**config.mk**
```make
export PLATFORM = sky130hd
export DESIGN_NAME = vend_ctrl_multi_flat
export DESIGN_NICKNAME = d
export VERILOG_FILES = /design/src/rtl/vend_ctrl_multi_if.sv /design/src/rtl/vend_ctrl_multi.sv /design/src/flat_wrapper.sv
export SDC_FILE = /design/constraint.sdc
export NUM_CORES = 1
export LEC_CHECK = 0
export ABC_AREA = 0
export BUFFER_PORTS_ARGS = -buffer_cell sky130_fd_sc_hd__buf_2
export CAP_MARGIN = 20
export CELL_PAD_IN_SITES_DETAIL_PLACEMENT = 0
export CELL_PAD_IN_SITES_GLOBAL_PLACEMENT = 1
export CORE_MARGIN = 1
export CORE_UTILIZATION = 32
export CTS_BUF_LIST = sky130_fd_sc_hd__clkbuf_4 sky130_fd_sc_hd__clkbuf_8
export CTS_CLUSTER_SIZE = 14
export DETAILED_ROUTE_END_ITERATION = 12
export MAX_ROUTING_LAYER = met4
export PLACE_DENSITY = 0.78
export SLEW_MARGIN = 20
export SYNTH_ARGS = -nofsm -noshare
export SYNTH_HDL_FRONTEND = slang
export SYNTH_SLANG_ARGS = --single-unit
```
**constraint.sdc**
```tcl
create_clock -name clk -period 4.4 [get_ports clk]
set_clock_uncertainty 0.15 [all_clocks]
set_input_delay 0.66 -clock clk [delete_from_list [all_inputs] [get_ports clk]]
set_output_delay 0.66 -clock clk [all_outputs]
set_load 0.05 [all_outputs]
```
**src/rtl/vend_ctrl_multi_if.sv**
```systemverilog
// Signal bundle between the coin/keypad/restock front end (master) and vend_ctrl_multi (slave).
interface vend_ctrl_multi_if #(
    parameter int N_ITEMS  = 4,
    parameter int PRICE_W  = 8,
    parameter int CREDIT_W = 8,
    parameter int STOCK_W  = 6,
    parameter int QTY_W    = 2
);
    localparam int IDX_W = $clog2(N_ITEMS);

    logic                         coin_valid;
    logic [1:0]                   coin_type;
    logic                         coin_reject;
    logic                         sel_valid;
    logic [IDX_W-1:0]             sel_item;
    logic [QTY_W-1:0]             sel_qty;
    logic                         cancel;
    logic [N_ITEMS*PRICE_W-1:0]   price_flat;
    logic                         stock_load;
    logic [IDX_W-1:0]             stock_load_item;
    logic [STOCK_W-1:0]           stock_load_val;
    logic [N_ITEMS*STOCK_W-1:0]   stock_flat;
    logic [CREDIT_W-1:0]          credit;
    logic                         vend_valid;
    logic [IDX_W-1:0]             vend_item;
    logic [QTY_W-1:0]             vend_qty;
    logic                         change_valid;
    logic [1:0]                   change_coin;
    logic [1:0]                   err;
    logic                         busy;

    modport master (
        output coin_valid, coin_type, sel_valid, sel_item, sel_qty, cancel, price_flat,
               stock_load, stock_load_item, stock_load_val,
        input  coin_reject, stock_flat, credit, vend_valid, vend_item, vend_qty,
               change_valid, change_coin, err, busy
    );

    modport slave (
        input  coin_valid, coin_type, sel_valid, sel_item, sel_qty, cancel, price_flat,
               stock_load, stock_load_item, stock_load_val,
        output coin_reject, stock_flat, credit, vend_valid, vend_item, vend_qty,
               change_valid, change_coin, err, busy
    );
endinterface

```
**src/rtl/vend_ctrl_multi.sv**
```systemverilog
// Multi-coin, multi-item vending controller: running credit, per-item stock, greedy 20/10/5 change.
module vend_ctrl_multi #(
    parameter int N_ITEMS  = 4,
    parameter int PRICE_W  = 8,
    parameter int CREDIT_W = 8,
    parameter int STOCK_W  = 6,
    parameter int QTY_W    = 2
) (
    input  logic              clk,
    input  logic              reset,
    vend_ctrl_multi_if.slave  bus
);
    localparam int IDX_W  = $clog2(N_ITEMS);
    localparam int COST_W = PRICE_W + QTY_W;
    localparam int CW1    = CREDIT_W + 1;

    typedef enum logic [1:0] {S_IDLE, S_CREDIT, S_VEND, S_CHANGE} state_t;
    state_t r_state, w_next;

    logic [CREDIT_W-1:0]             r_credit;
    logic [N_ITEMS-1:0][STOCK_W-1:0] r_stock;
    logic [IDX_W-1:0]                r_item;
    logic [QTY_W-1:0]                r_qty;
    logic [CREDIT_W-1:0]             r_cost;
    logic                            r_reject;
    logic [1:0]                      r_err;

    logic [PRICE_W-1:0]  w_price [N_ITEMS];
    logic [CW1-1:0]      w_coin_amt, w_sum;
    logic                w_coin_ok, w_item_ok, w_load_ok;
    logic [IDX_W-1:0]    w_idx;
    logic [COST_W-1:0]   w_cost;
    logic [1:0]          w_sel_err;
    logic [CREDIT_W-1:0] w_chg_amt, w_after_vend, w_after_chg;
    logic [1:0]          w_chg_code;
    logic                w_take_coin, w_take_sel;

    // Coin decode; the extra sum bit flags a credit overflow.
    always_comb begin
        case (bus.coin_type)
            2'd0:    w_coin_amt = CW1'(5);
            2'd1:    w_coin_amt = CW1'(10);
            2'd2:    w_coin_amt = CW1'(20);
            default: w_coin_amt = '0;
        endcase
        w_sum     = {1'b0, r_credit} + w_coin_amt;
        w_coin_ok = bus.coin_valid && (bus.coin_type != 2'd3) && !w_sum[CREDIT_W];
    end

    always_comb begin
        for (int i = 0; i < N_ITEMS; i++) w_price[i] = bus.price_flat[i*PRICE_W +: PRICE_W];
    end

    // Selection checks, in priority order: bad select, no stock, low credit.
    always_comb begin
        w_item_ok = 32'(bus.sel_item) < N_ITEMS;
        w_idx     = w_item_ok ? bus.sel_item : '0;
        w_cost    = COST_W'(w_price[w_idx]) * COST_W'(bus.sel_qty);
        if (r_state == S_IDLE)                                 w_sel_err = 2'd1;
        else if (!w_item_ok || bus.sel_qty == '0)              w_sel_err = 2'd3;
        else if (32'(r_stock[w_idx]) < 32'(bus.sel_qty))       w_sel_err = 2'd2;
        else if (32'(r_credit) < 32'(w_cost))                  w_sel_err = 2'd1;
        else                                                   w_sel_err = 2'd0;
    end

    always_comb begin
        if (r_credit >= CREDIT_W'(20)) begin
            w_chg_amt = CREDIT_W'(20); w_chg_code = 2'd2;
        end else if (r_credit >= CREDIT_W'(10)) begin
            w_chg_amt = CREDIT_W'(10); w_chg_code = 2'd1;
        end else begin
            w_chg_amt = CREDIT_W'(5);  w_chg_code = 2'd0;
        end
        w_after_chg  = r_credit - w_chg_amt;
        w_after_vend = r_credit - r_cost;
        w_load_ok    = bus.stock_load && (32'(bus.stock_load_item) < N_ITEMS) && (r_state != S_VEND);
    end

    always_ff @(posedge clk) begin
        if (reset) r_state <= S_IDLE;
        else       r_state <= w_next;
    end

    // Cancel only matters with credit held; the losing coin in a sel/cancel cycle is rejected.
    always_comb begin
        w_next      = r_state;
        w_take_coin = 1'b0;
        w_take_sel  = 1'b0;
        case (r_state)
            S_IDLE, S_CREDIT: begin
                if (bus.cancel && r_state == S_CREDIT) begin
                    w_next = S_CHANGE;
                end else if (bus.sel_valid) begin
                    w_take_sel = 1'b1;
                    if (w_sel_err == 2'd0) w_next = S_VEND;
                end else if (w_coin_ok) begin
                    w_take_coin = 1'b1;
                    w_next      = S_CREDIT;
                end
            end
            S_VEND:   w_next = (w_after_vend >= CREDIT_W'(5)) ? S_CHANGE : S_IDLE;
            S_CHANGE: w_next = (w_after_chg  >= CREDIT_W'(5)) ? S_CHANGE : S_IDLE;
            default:  w_next = S_IDLE;
        endcase
    end

    always_ff @(posedge clk) begin
        if (reset) begin
            r_credit <= '0;
            r_stock  <= '0;
            r_item   <= '0;
            r_qty    <= '0;
            r_cost   <= '0;
            r_reject <= 1'b0;
            r_err    <= 2'd0;
        end else begin
            r_reject <= bus.coin_valid && !w_take_coin;
            r_err    <= w_take_sel ? w_sel_err : 2'd0;
            case (r_state)
                S_IDLE, S_CREDIT: begin
                    if (w_take_coin) r_credit <= w_sum[CREDIT_W-1:0];
                    if (w_take_sel && w_sel_err == 2'd0) begin
                        r_item <= bus.sel_item;
                        r_qty  <= bus.sel_qty;
                        r_cost <= CREDIT_W'(w_cost);  // fits: cost <= credit was checked
                    end
                end
                S_VEND: begin
                    r_credit        <= (w_after_vend >= CREDIT_W'(5)) ? w_after_vend : '0;
                    r_stock[r_item] <= r_stock[r_item] - STOCK_W'(r_qty);
                end
                S_CHANGE: r_credit <= (w_after_chg >= CREDIT_W'(5)) ? w_after_chg : '0;
                default:  r_credit <= '0;
            endcase
            if (w_load_ok) r_stock[bus.stock_load_item] <= bus.stock_load_val;
        end
    end

    always_comb begin
        bus.vend_valid   = (r_state == S_VEND);
        bus.vend_item    = (r_state == S_VEND) ? r_item : '0;
        bus.vend_qty     = (r_state == S_VEND) ? r_qty : '0;
        bus.change_valid = (r_state == S_CHANGE);
        bus.change_coin  = (r_state == S_CHANGE) ? w_chg_code : 2'd0;
        bus.busy         = (r_state == S_VEND) || (r_state == S_CHANGE);
        bus.credit       = r_credit;
        bus.coin_reject  = r_reject;
        bus.err          = r_err;
        bus.stock_flat   = r_stock;
    end
endmodule
```
**src/flat_wrapper.sv**
```systemverilog
// flat-port wrapper written by rule: the top's interface ports become plain ports
module vend_ctrl_multi_flat 
#(
    parameter int N_ITEMS  = 4,
    parameter int PRICE_W  = 8,
    parameter int CREDIT_W = 8,
    parameter int STOCK_W  = 6,
    parameter int QTY_W    = 2
)
  (clk, reset, bus_coin_valid, bus_coin_type, bus_sel_valid, bus_sel_item, bus_sel_qty, bus_cancel, bus_price_flat, bus_stock_load, bus_stock_load_item, bus_stock_load_val, bus_coin_reject, bus_stock_flat, bus_credit, bus_vend_valid, bus_vend_item, bus_vend_qty, bus_change_valid, bus_change_coin, bus_err, bus_busy);
  vend_ctrl_multi_if #(.N_ITEMS(N_ITEMS), .PRICE_W(PRICE_W), .CREDIT_W(CREDIT_W), .STOCK_W(STOCK_W), .QTY_W(QTY_W)) bus_i ();
  input  logic clk;
  input  logic reset;
  input wire logic [$bits(bus_i.coin_valid)-1:0] bus_coin_valid;
  input wire logic [$bits(bus_i.coin_type)-1:0] bus_coin_type;
  input wire logic [$bits(bus_i.sel_valid)-1:0] bus_sel_valid;
  input wire logic [$bits(bus_i.sel_item)-1:0] bus_sel_item;
  input wire logic [$bits(bus_i.sel_qty)-1:0] bus_sel_qty;
  input wire logic [$bits(bus_i.cancel)-1:0] bus_cancel;
  input wire logic [$bits(bus_i.price_flat)-1:0] bus_price_flat;
  input wire logic [$bits(bus_i.stock_load)-1:0] bus_stock_load;
  input wire logic [$bits(bus_i.stock_load_item)-1:0] bus_stock_load_item;
  input wire logic [$bits(bus_i.stock_load_val)-1:0] bus_stock_load_val;
  output wire logic [$bits(bus_i.coin_reject)-1:0] bus_coin_reject;
  output wire logic [$bits(bus_i.stock_flat)-1:0] bus_stock_flat;
  output wire logic [$bits(bus_i.credit)-1:0] bus_credit;
  output wire logic [$bits(bus_i.vend_valid)-1:0] bus_vend_valid;
  output wire logic [$bits(bus_i.vend_item)-1:0] bus_vend_item;
  output wire logic [$bits(bus_i.vend_qty)-1:0] bus_vend_qty;
  output wire logic [$bits(bus_i.change_valid)-1:0] bus_change_valid;
  output wire logic [$bits(bus_i.change_coin)-1:0] bus_change_coin;
  output wire logic [$bits(bus_i.err)-1:0] bus_err;
  output wire logic [$bits(bus_i.busy)-1:0] bus_busy;
  assign bus_i.coin_valid = bus_coin_valid;
  assign bus_i.coin_type = bus_coin_type;
  assign bus_i.sel_valid = bus_sel_valid;
  assign bus_i.sel_item = bus_sel_item;
  assign bus_i.sel_qty = bus_sel_qty;
  assign bus_i.cancel = bus_cancel;
  assign bus_i.price_flat = bus_price_flat;
  assign bus_i.stock_load = bus_stock_load;
  assign bus_i.stock_load_item = bus_stock_load_item;
  assign bus_i.stock_load_val = bus_stock_load_val;
  assign bus_coin_reject = bus_i.coin_reject;
  assign bus_stock_flat = bus_i.stock_flat;
  assign bus_credit = bus_i.credit;
  assign bus_vend_valid = bus_i.vend_valid;
  assign bus_vend_item = bus_i.vend_item;
  assign bus_vend_qty = bus_i.vend_qty;
  assign bus_change_valid = bus_i.change_valid;
  assign bus_change_coin = bus_i.change_coin;
  assign bus_err = bus_i.err;
  assign bus_busy = bus_i.busy;
  vend_ctrl_multi #(.N_ITEMS(N_ITEMS), .PRICE_W(PRICE_W), .CREDIT_W(CREDIT_W), .STOCK_W(STOCK_W), .QTY_W(QTY_W)) u_core (.clk(clk), .reset(reset), .bus(bus_i));
endmodule
```
# == Yosys cells after proc, flatten, opt, wreduce, memory -nomap -nowiden ==
# Index checks and enable logic that the tools add are counted.
# word_totals
in_bits,52
out_inout_bits,44
wordCells,105
ff_bits,49
# op_classes
n_eq_ne,10
bitwise,2
add_sub_neg,4
muxes,46
order_cmp,12
reduce_logical,19
mul,1
# ops
op,n
two-way mux 24 bit,3
bitwise mux 24 bit,2
two-way mux 8 bit,6
two-way mux 2 bit,13
binary-select mux 6 bit (select 2 bit),2
demux 6 bit (select 2 bit),2
two-way mux 6 bit,4
case mux 8 bit (3 select lines),1
binary-select mux 8 bit (select 2 bit),1
greater-or-equal comparator 8 x 3 -> 1 bit (second input constant),2
subtractor 8 bit,2
case mux 5 bit (3 select lines),1
< comparator 8 x 10 -> 1 bit,1
multiplier 8 x 2 -> 10 bit,1
adder 8 x 5 -> 9 bit,1
< comparator 2 x 3 -> 1 bit (second input constant),3
two-way mux 1 bit,9
greater-or-equal comparator 8 x 4 -> 1 bit (second input constant),1
greater-or-equal comparator 8 x 5 -> 1 bit (second input constant),1
logical AND 1 bit,8
logical NOT 2 bit,4
inequality test 4 x 2 -> 1 bit (second input constant),2
== test 2 bit (second input constant),3
< comparator 6 x 2 -> 1 bit,1
14 further kinds,20

# == Longest topological paths before layout ==
# Gate-level depths: netlist of run 1.
# depth
word_depth,15
depth_mapped,19
depth_no_buf,15

# == Worst setup path before layout of run 1 ==
# No wires, ideal clock.
# synth_path
kind,input -> register
start,input port bus_sel_item[0]
end,register u_core.r_cost[3]
setup_time_ns,0.079
cell_stages,19
arrival_ns,4.388
required_time_ns,4.171
path_buffers,4
path_slack_ns,-0.217
path_cell_list,buf_6 buf_2 mux4_2 and2_1 ha_1 fa_1 a21oi_1 o21ai_0 a21oi_1 xor2_1 ha_1 o21a_1 o21bai_1 or3_1 nor4_1 buf_4 buf_6 nor2_2 a211oi_2
# synth_between
elab_chain_cells,13
word_cells_on_any_way,16
classes_between,1 x mul; 2 x order compare; 9 x mux; 1 x bitwise; 3 x reduce/logical
# synth_rtl
item,line,rtl
"start, declared",flat_wrapper.sv:17,input wire logic [$bits(bus_i.sel_item)-1:0] bus_sel_item;
inverter 2 -> 3 bit (not written as such),vend_ctrl_multi.sv:58,w_cost = COST_W'(w_price[w_idx]) * COST_W'(bus.sel_qty);
binary-select mux 8 bit (select 2 bit),vend_ctrl_multi.sv:58,
two-way mux 8 bit (not written as such) (2 in series),vend_ctrl_multi.sv:58,
multiplier 8 x 2 -> 10 bit,vend_ctrl_multi.sv:58,
< comparator 8 x 10 -> 1 bit,vend_ctrl_multi.sv:62,else if (32'(r_credit) < 32'(w_cost)) w_sel_err = 2'd1;
two-way mux 1 bit,vend_ctrl_multi.sv:62,
two-way mux 2 bit,vend_ctrl_multi.sv:61,else if (32'(r_stock[w_idx]) < 32'(bus.sel_qty)) w_sel_err = 2'd2;
two-way mux 2 bit,vend_ctrl_multi.sv:60,else if (!w_item_ok || bus.sel_qty == '0) w_sel_err = 2'd3;
two-way mux 2 bit,vend_ctrl_multi.sv:59,if (r_state == S_IDLE) w_sel_err = 2'd1;
logical NOT 2 bit,vend_ctrl_multi.sv:122,if (w_take_sel && w_sel_err == 2'd0) begin
logical AND 1 bit,vend_ctrl_multi.sv:122,
AND reduction 2 bit (no source line),--,
"end signal, assigned",vend_ctrl_multi.sv:125,r_cost <= CREDIT_W'(w_cost);
"end, declared",vend_ctrl_multi.sv:24,logic [CREDIT_W-1:0] r_cost;
# Parallel ways exist; a longest one is shown, timed or not. The select of a mux whose other input is x is not followed.
# A chain may end at the register's enable or synchronous reset.

# == Worst setup path after layout of run 1 ==
# layout_path
start,input port bus_sel_item[0]
end,register u_core.r_cost[6]
# Same word-level chain as after synthesis.

==> results of run 1 <==
## how the worst min path moves through the flow
stage / end / cells past startpoint / slack, ns / start
final: u_core.r_cost[5] / 2 / 0.33 / u_core.r_cost[5]
after CTS: u_core.r_cost[5] / 2 / 0.34 / u_core.r_cost[5]
after floorplan: u_core.r_cost[4] / 2 / 0.30 / u_core.r_cost[4]
after global placement: u_core.r_cost[5] / 2 / 0.32 / u_core.r_cost[5]
after global routing: u_core.r_cost[5] / 2 / 0.35 / u_core.r_cost[5]
after detailed placement: u_core.r_cost[5] / 2 / 0.32 / u_core.r_cost[5]
## sequential cells by signal, indices dropped and copies added, names as in the netlist
register,count
u_core.bus.stock_flat,24
u_core.r_item,2
u_core.r_cost,8
u_core.r_qty,2
u_core.r_state,2
u_core.bus.credit,8
u_core.bus.coin_reject,1
u_core.bus.err,2
## worst register-to-register path, cell delays in order, from the launching register on
cell and delay [ns]:
dfxtp_1 0.63, o21ai_0 0.21, o21ai_0 0.20, nand2_1 0.15, inv_1 0.14, ha_1 0.28, nor2b_1 0.16, o31a_1 0.25
nor3_1 0.18, xor2_1 0.12, nor4_1 0.59, o21ai_0 0.19, o221a_2 0.25
## per-stage QoR
step,hold slack (ns),setup TNS [ns]
floorplan,0.296,0
global placement,0.322,-0.773
detailed placement,0.320,-1.91
CTS,0.337,0
global route,0.350,-0.0604
finish,0.331,0
## power breakdown
part           total, mW  switching, mW  internal [mW]
clock              0.365          0.173          0.192
sequential         0.511         0.0403          0.470
combinational      0.772          0.449          0.323
## layer usage
layer  up-vias  track usage [%]
met5         -                -
met4         0             3.80
met3        13             2.90
met2       139             31.1
met1      2049             25.2
li1       2133                -
## what timing repair did
action | in CTS | in global routing
hold buffers | 0 | 0
gates resized for setup | 0 | 5
endpoints found under the setup margin | 0 | 9
buffers inserted | 0 | 1
## logic make-up after synthesis
logic type      count (synthesis)  synth area share, %
compound gates                131                 20.0
flops                          49                 22.5
simple gates                  203                 22.8
xor+xnor                       19                 4.14
fa+ha+maj                      39                 12.1
buf+inv                        54                 5.12
mux                            39                 13.4
## layout make-up
type	instances	area (sq um)	share of cell area, %
well taps	176	220	4.14
clock inverters	1	30.0	0.564
multi-input cells	431	3170	59.6
flip-flops and latches	49	981	18.4
clock buffers	7	90.1	1.69
inverters	29	109	2.05
repair buffers	123	718	13.5
## cells in the final DEF, fill, tap and decap left out, types with 3 or more instances in the layout
cell / count
nand2_1: 39
dfxtp_1: 49
fa_1: 4
a21oi_1: 29
a211oi_1: 21
and3_1: 3
nor3_1: 18
inv_1: 29
or3_1: 6
nand3b_1: 3
clkbuf_8: 6
nand3_1: 6
o21bai_1: 3
and2_1: 19
xor2_1: 11
xnor2_1: 7
nor2b_1: 13
nand2b_1: 7
nor2_1: 70
o21a_1: 6
nor4_1: 4
ha_1: 34
mux2i_1: 21
buf_2: 94
o21ai_0: 34
o211ai_1: 8
buf_4: 26
mux4_2: 15
mux2_2: 3
==> metrics.md, run 1 <==
| Metric | Value |
|---|---|
| Most frequent cell after synthesis | `nor2_1` |
| Routed len/inst | `about 16 um` |
| LEAKAGE | `about 2.3 nW` |
| Total chip power | `between 1.5 and 2 mW` |
| Total global routing overflow | `0` |
| FF-to-FF End | `u_core.bus.credit[0]` |
| Max cap viols | `0` |
| Clock slew seen by the registers of the worst setup and hold paths | `approximately 0.090 ns` |
| Dpl ws | `-0.217 ns` |
| Synth Register Bits | `approximately 50` |
| Max clock buf depth | `2` |
| Leading area contributor after synthesis | `dfxtp_1` |
| PortBufs | `95` |
| Min Tclk post-route | `about 4.2 ns` |
| Rows | `42` |
| Final Hold Vio Count | `0` |
| CTS Root Buffer Type | `clkbuf_8` |
| Max VDD drop | `between 0.1 and 0.15 mV` |
| CTS tree | `done` |
| Worst r2r src | `u_core.bus.credit[1]` |
| R2R setup slack | `just under 0.8 ns` |
| Final cell count without fillers | `816` |
| Vias in the first global route | `about 4200` |
| Vias per Instance | `5.31` |
| Ys async rst share | `0%` |
| CTS sink count | `between 40 and 50` |
| Worst Path Max Fanout | `9` |
| Yosys top cell area share | `22.5%` |
| Slew Viols, Final | `0` |
| Antenna Cells | `0` |
| Worst Reg2Reg Path Length in Cells | `12` |
| Die Ht | `roughly 120 um` |
| Num CTS Buffers | `5` |
| Drt pass-1 iters | `5` |
| Initial DRC Count | `240` |
| CP Depth | `17` |
| GPL Wtd Cong | `approximately 0.87` |
| Dpl cells | `806` |
| Design Area, Final | `roughly 5300 sq um` |
| Slew HR | `24.7%` |
| Worst Setup Start Kind | `primary input` |
| Clock latency on the worst-skew pair | `~0.33 ns` |
| Crit-path slowest cell | `mux4_2` |
| Synth top area cells | `dfxtp_1 23%, ha_1 9.8%, mux4_2 7.8%` |
| Starting Density | `between 30% and 40%` |
| WP data required | `4.47 ns` |
| Hold crit path type | `reg -> reg` |
| Met2 WL | `6.08 mm` |
| First-pass GRT wire length | `around 21 mm` |
| YS warnings | `0` |
| Worst Tran Pin Value | `between 1 and 1.5 ns` |
| Top cells by count, synth | `70 x nor2_1, 49 x dfxtp_1, 39 x nand2_1` |
| Average size of a mapped cell | `slightly above 8 sq um` |
| Unique masters post-synth | `just over 60` |
| Largest net degree at the start of global routing | `about 50` |
| CP top delay family | `simple AND/OR/NAND/NOR gates` |
| Syn Inst Count | `534` |
| Outcome | `completed` |
| Final Util | `between 40% and 50%` |
| Layout fillers | `approximately 1400` |
| Ports | `96` |
| Crit path capture type | `flip-flop` |
| CTS H-tree lvls | `2` |
| Top layer reached by signal wires | `met4` |
| Tcrit/Tclk final | `approximately 97%` |
| Max Fclk | `roughly 0.24 GHz` |
| Worst path bufs/invs | `2` |
| Post-route DRC violation count | `0` |
| Chip width | `119 um` |
| Met3 wire len | `between 700 and 800 um` |
| Total length of routed wires | `12.9 mm` |
| Pwr Density | `~310 nW/um^2` |
| EDFF count, synth | `0` |
| Critical path class | `in -> reg` |
| Dpl cell area | `~5000 sq um` |
| P&R area growth vs syn | `22.3%` |
| Arrival time of the worst setup path | `approximately 4.3 ns` |
| Post-Syn Area | `4350 sq um` |
| Share of layout cells above drive strength 1 | `about a quarter` |
| Antenna Violating Nets Remaining | `0` |
| Nets@finish | `730` |
| Sequential share of the synthesized area | `22.5%` |
| Initial antenna violation count | `0` |
| Largest stage delay, worst path | `0.51 ns` |
| Final setup viols | `0` |
| Worst Setup EP | `u_core.r_cost[6]` |
| Die ar. | `~14000 sq um` |
| PnR worst setup slack | `between 0.15 and 0.2 ns` |
| Wl on met1 | `between 6 and 7 mm` |
| CORE AREA | `approximately 13000 sq um` |
| CP startpoint | `bus_sel_item[0]` |
| Main synth FF type | `dfxtp_1` |
| Tot GR Track Use | `a little under a fifth` |
| Syn Nets | `approximately 630` |
| Post-DP HPWL | `9.99 mm` |
| Worst path cell trace | `clkbuf_4, mux4_2, and2_1, ha_1, fa_2, a21oi_2, nor2b_1, nor2_1, xor2_1, ha_1, and4_1, a2111oi_1, and3_2, nor4_4, buf_12, mux2i_1, and2_1` |
| Via count | `approximately 4300` |
Note: power is estimated with default switching activity, not from simulation.
==> run 2, diff against run 1 <==
Settings changed: PLACE_DENSITY 0.78 to 0.75.
Clock period 4.4 ns to 4.7 ns, I/O delays scaled along.
==> metrics.md, run 2 (same netlist as run 1, synthesis figures left out) <==
| Metric | Value |
|---|---|
| CTS H-tree lvls | `2 (unchanged)` |
| Dpl cells | `790 (-2.0%)` |
| Max VDD drop | `0.125 mV (-4.2%)` |
| Worst Setup EP | `u_core.r_cost[1]` |
| Hold_sp | `u_core.r_cost[5]` |
| Dpl cell area | `5010 sq um (-2.7%)` |
| GPL Wtd Cong | `0.884 (+1.3%)` |
| Clk pwr share | `18.9% (-3.2 points)` |
| R2R setup slack | `1.21 ns (+0.42 ns)` |
| Largest stage delay, worst path | `0.51 ns (about the same)` |
| Post-CTS sizing | `0 (unchanged)` |
| Post-CTS Setup Bufs | `0 (unchanged)` |
| Max FFs per register | `24 (unchanged)` |
| Antenna Violating Nets Remaining | `0 (unchanged)` |
| FF-to-FF End | `u_core.bus.credit[0]` |
| Vias per Instance | `5.33 (+0.44%)` |
| Commonest non-fill, non-tap cell in the layout | `buf_2` |
| Final setup viols | `0 (unchanged)` |
| Routed len/inst | `15.7 um (-0.69%)` |
| Post-CTS Hold Buffers | `0 (unchanged)` |
| Vias in the first global route | `3918 (-7.7%)` |
| Die Ht | `119 um (unchanged)` |
| Via count | `4257 (-1.8%)` |
| PnR worst setup slack | `0.280 ns (+0.128 ns)` |
| Clock latency on the worst-skew pair | `0.32 ns (about the same)` |
| Slew Viols, Final | `0 (unchanged)` |
| Worst Reg2Reg Path Length in Cells | `12 (unchanged)` |
| Worst Tran Pin Value | `0.960 ns (-0.160 ns)` |
| Starting Density | `32.9% (unchanged)` |
| WP data required | `4.72 ns (+0.25 ns)` |
| Min Tclk post-route | `4.42 ns` |
| PortBufs | `95 (unchanged)` |
| Post-DP HPWL | `9.72 mm (-2.8%)` |
| Gate power share | `47.2% (+0.3 points)` |
| Tcrit/Tclk final | `a little over nine tenths` |
| Hold WS | `0.338 ns (+0.00670 ns)` |
| CTS sink count | `49 (unchanged)` |
| Sw Ratio | `42.4% (+2.2 points)` |
| Num CTS Buffers | `5 (unchanged)` |
| Final Hold Vio Count | `0 (unchanged)` |
| CP startpoint | `bus_sel_item[0]` |
| P_int | `0.827 mW (-16%)` |
| Nets@finish | `712 (-2.5%)` |
| Psw | `0.610 mW (-7.9%)` |
| Sequential power share | `33.9% (+2.9 points)` |
| RSZ-0062 raised after global routing | `false` |
| Post-route DRC violation count | `0 (unchanged)` |
| Initial DRC Count | `230 (-4.2%)` |
| Most frequent cells in the layout | `95 x buf_2, 70 x nor2_1, 49 x dfxtp_1` |
| Chip width | `119 um (unchanged)` |
| Crit path capture type | `flip-flop` |
| LEAKAGE | `2.20 nW (-5.2%)` |
| Antenna Cells | `0 (unchanged)` |
| Outcome | `completed` |
| Clock slew seen by the registers of the worst setup and hold paths | `0.10 ns (about the same)` |
| Crit-path slowest cell | `mux4_2` |
| CTS Root Buffer Type | `clkbuf_8` |
| Final cell count without fillers | `798 (-2.2%)` |
| Worst path cell trace | `buf_2, mux4_2, and2_1, ha_1, fa_1, a21oi_1, o21ai_0, a21oi_1, xor2_1, ha_1, o21a_1, o21bai_1, or3_1, nor4_2, buf_4, mux2i_1, nor2_1` |
| Arrival time of the worst setup path | `4.44 ns (+0.12 ns)` |
| Ports | `96 (unchanged)` |
| Design Area, Final | `5110 sq um (-4.0%)` |
| Hold crit path type | `reg -> reg` |
| Largest net degree at the start of global routing | `49 (unchanged)` |
| CTS tree | `done` |
| Critical path class | `in -> reg` |
| Die ar. | `14100 sq um (unchanged)` |
| Pwr Density | `281 nW/um^2 (-9.2%)` |
| CORE AREA | `13200 sq um (unchanged)` |
| Rows | `42 (unchanged)` |
| Tot GR Track Use | `18.4% (-0.75 points)` |
| First-pass GRT wire length | `20.4 mm (-3.9%)` |
| Max cap viols | `0 (unchanged)` |
| Dpl ws | `-0.00759 ns (+0.209 ns)` |
| Max Fclk | `0.226 GHz` |
| Worst Path Max Fanout | `18 (+9)` |
| Initial antenna violation count | `0 (unchanged)` |
| P&R area growth vs syn | `17.5%` |
| Max clock buf depth | `2 (unchanged)` |
| Total length of routed wires | `12.5 mm (-2.9%)` |
| Drt pass-1 iters | `4 (-1)` |
| Slew HR | `36.0% (+11 points)` |
| Worst Setup Start Kind | `primary input` |
| Worst r2r src | `u_core.bus.credit[1]` |
| Total global routing overflow | `0 (unchanged)` |
| Share of layout cells above drive strength 1 | `23.0% (-2.5 points)` |
-- run 2: layout make-up --
class	instances	area (sq um)
well taps	176	220
repair buffers	105	551
inverters	29	109
multi-input cells	431	3160
fillers	1376	8130
flip-flops and latches	49	981
clock buffers	6	76.3
clock inverters	2	15.0
-- run 2: worst min path at each step --
stage	to	slack, ns	cells after the start
finish	u_core.r_cost[5]	0.34	2
global route	u_core.r_cost[4]	0.37	2
CTS	u_core.r_cost[5]	0.34	2
detailed placement	u_core.r_cost[5]	0.33	2
global placement	u_core.r_cost[4]	0.33	2
floorplan	u_core.r_cost[4]	0.30	2
-- run 2: routing by layer --
layer	part of all wire [%]	vias up	wire, um	track usage, %
met5	0	-	0	-
met4	1.3	0	158	3.48
met3	5.4	14	679	2.61
met2	47	127	5860	29.6
met1	47	2016	5840	24.6
li1	-	2100	-	-
-- run 2: power groups by stage --
stage	clock network, mW	logic [mW]	registers, mW
2_1_floorplan	0	0.445	0.551
3_3_place_gp	0	0.662	0.496
3_5_place_dp	0	0.675	0.496
4_1_cts	0.277	0.678	0.486
5_1_grt	0.299	0.755	0.491
6_report	0.271	0.679	0.487
-- run 2: stage by stage --
step	util, %	setup TNS (ns)	power [mW]
2_1_floorplan	-	0	0.996
3_3_place_gp	37.9	0	1.16
3_5_place_dp	37.9	-0.0118	1.17
4_1_cts	38.5	0	1.44
5_1_grt	38.6	0	1.55
6_report	38.6	0	1.44
-- run 2: worst max-delay path, delay by kind of cell --
kind            cells  cell delay [ns]
mux                 2             0.72
xor+xnor            1             0.10
fa+ha+maj           3             0.93
buf+inv             2             0.43
compound gates      5             0.73
simple gates        4             0.80
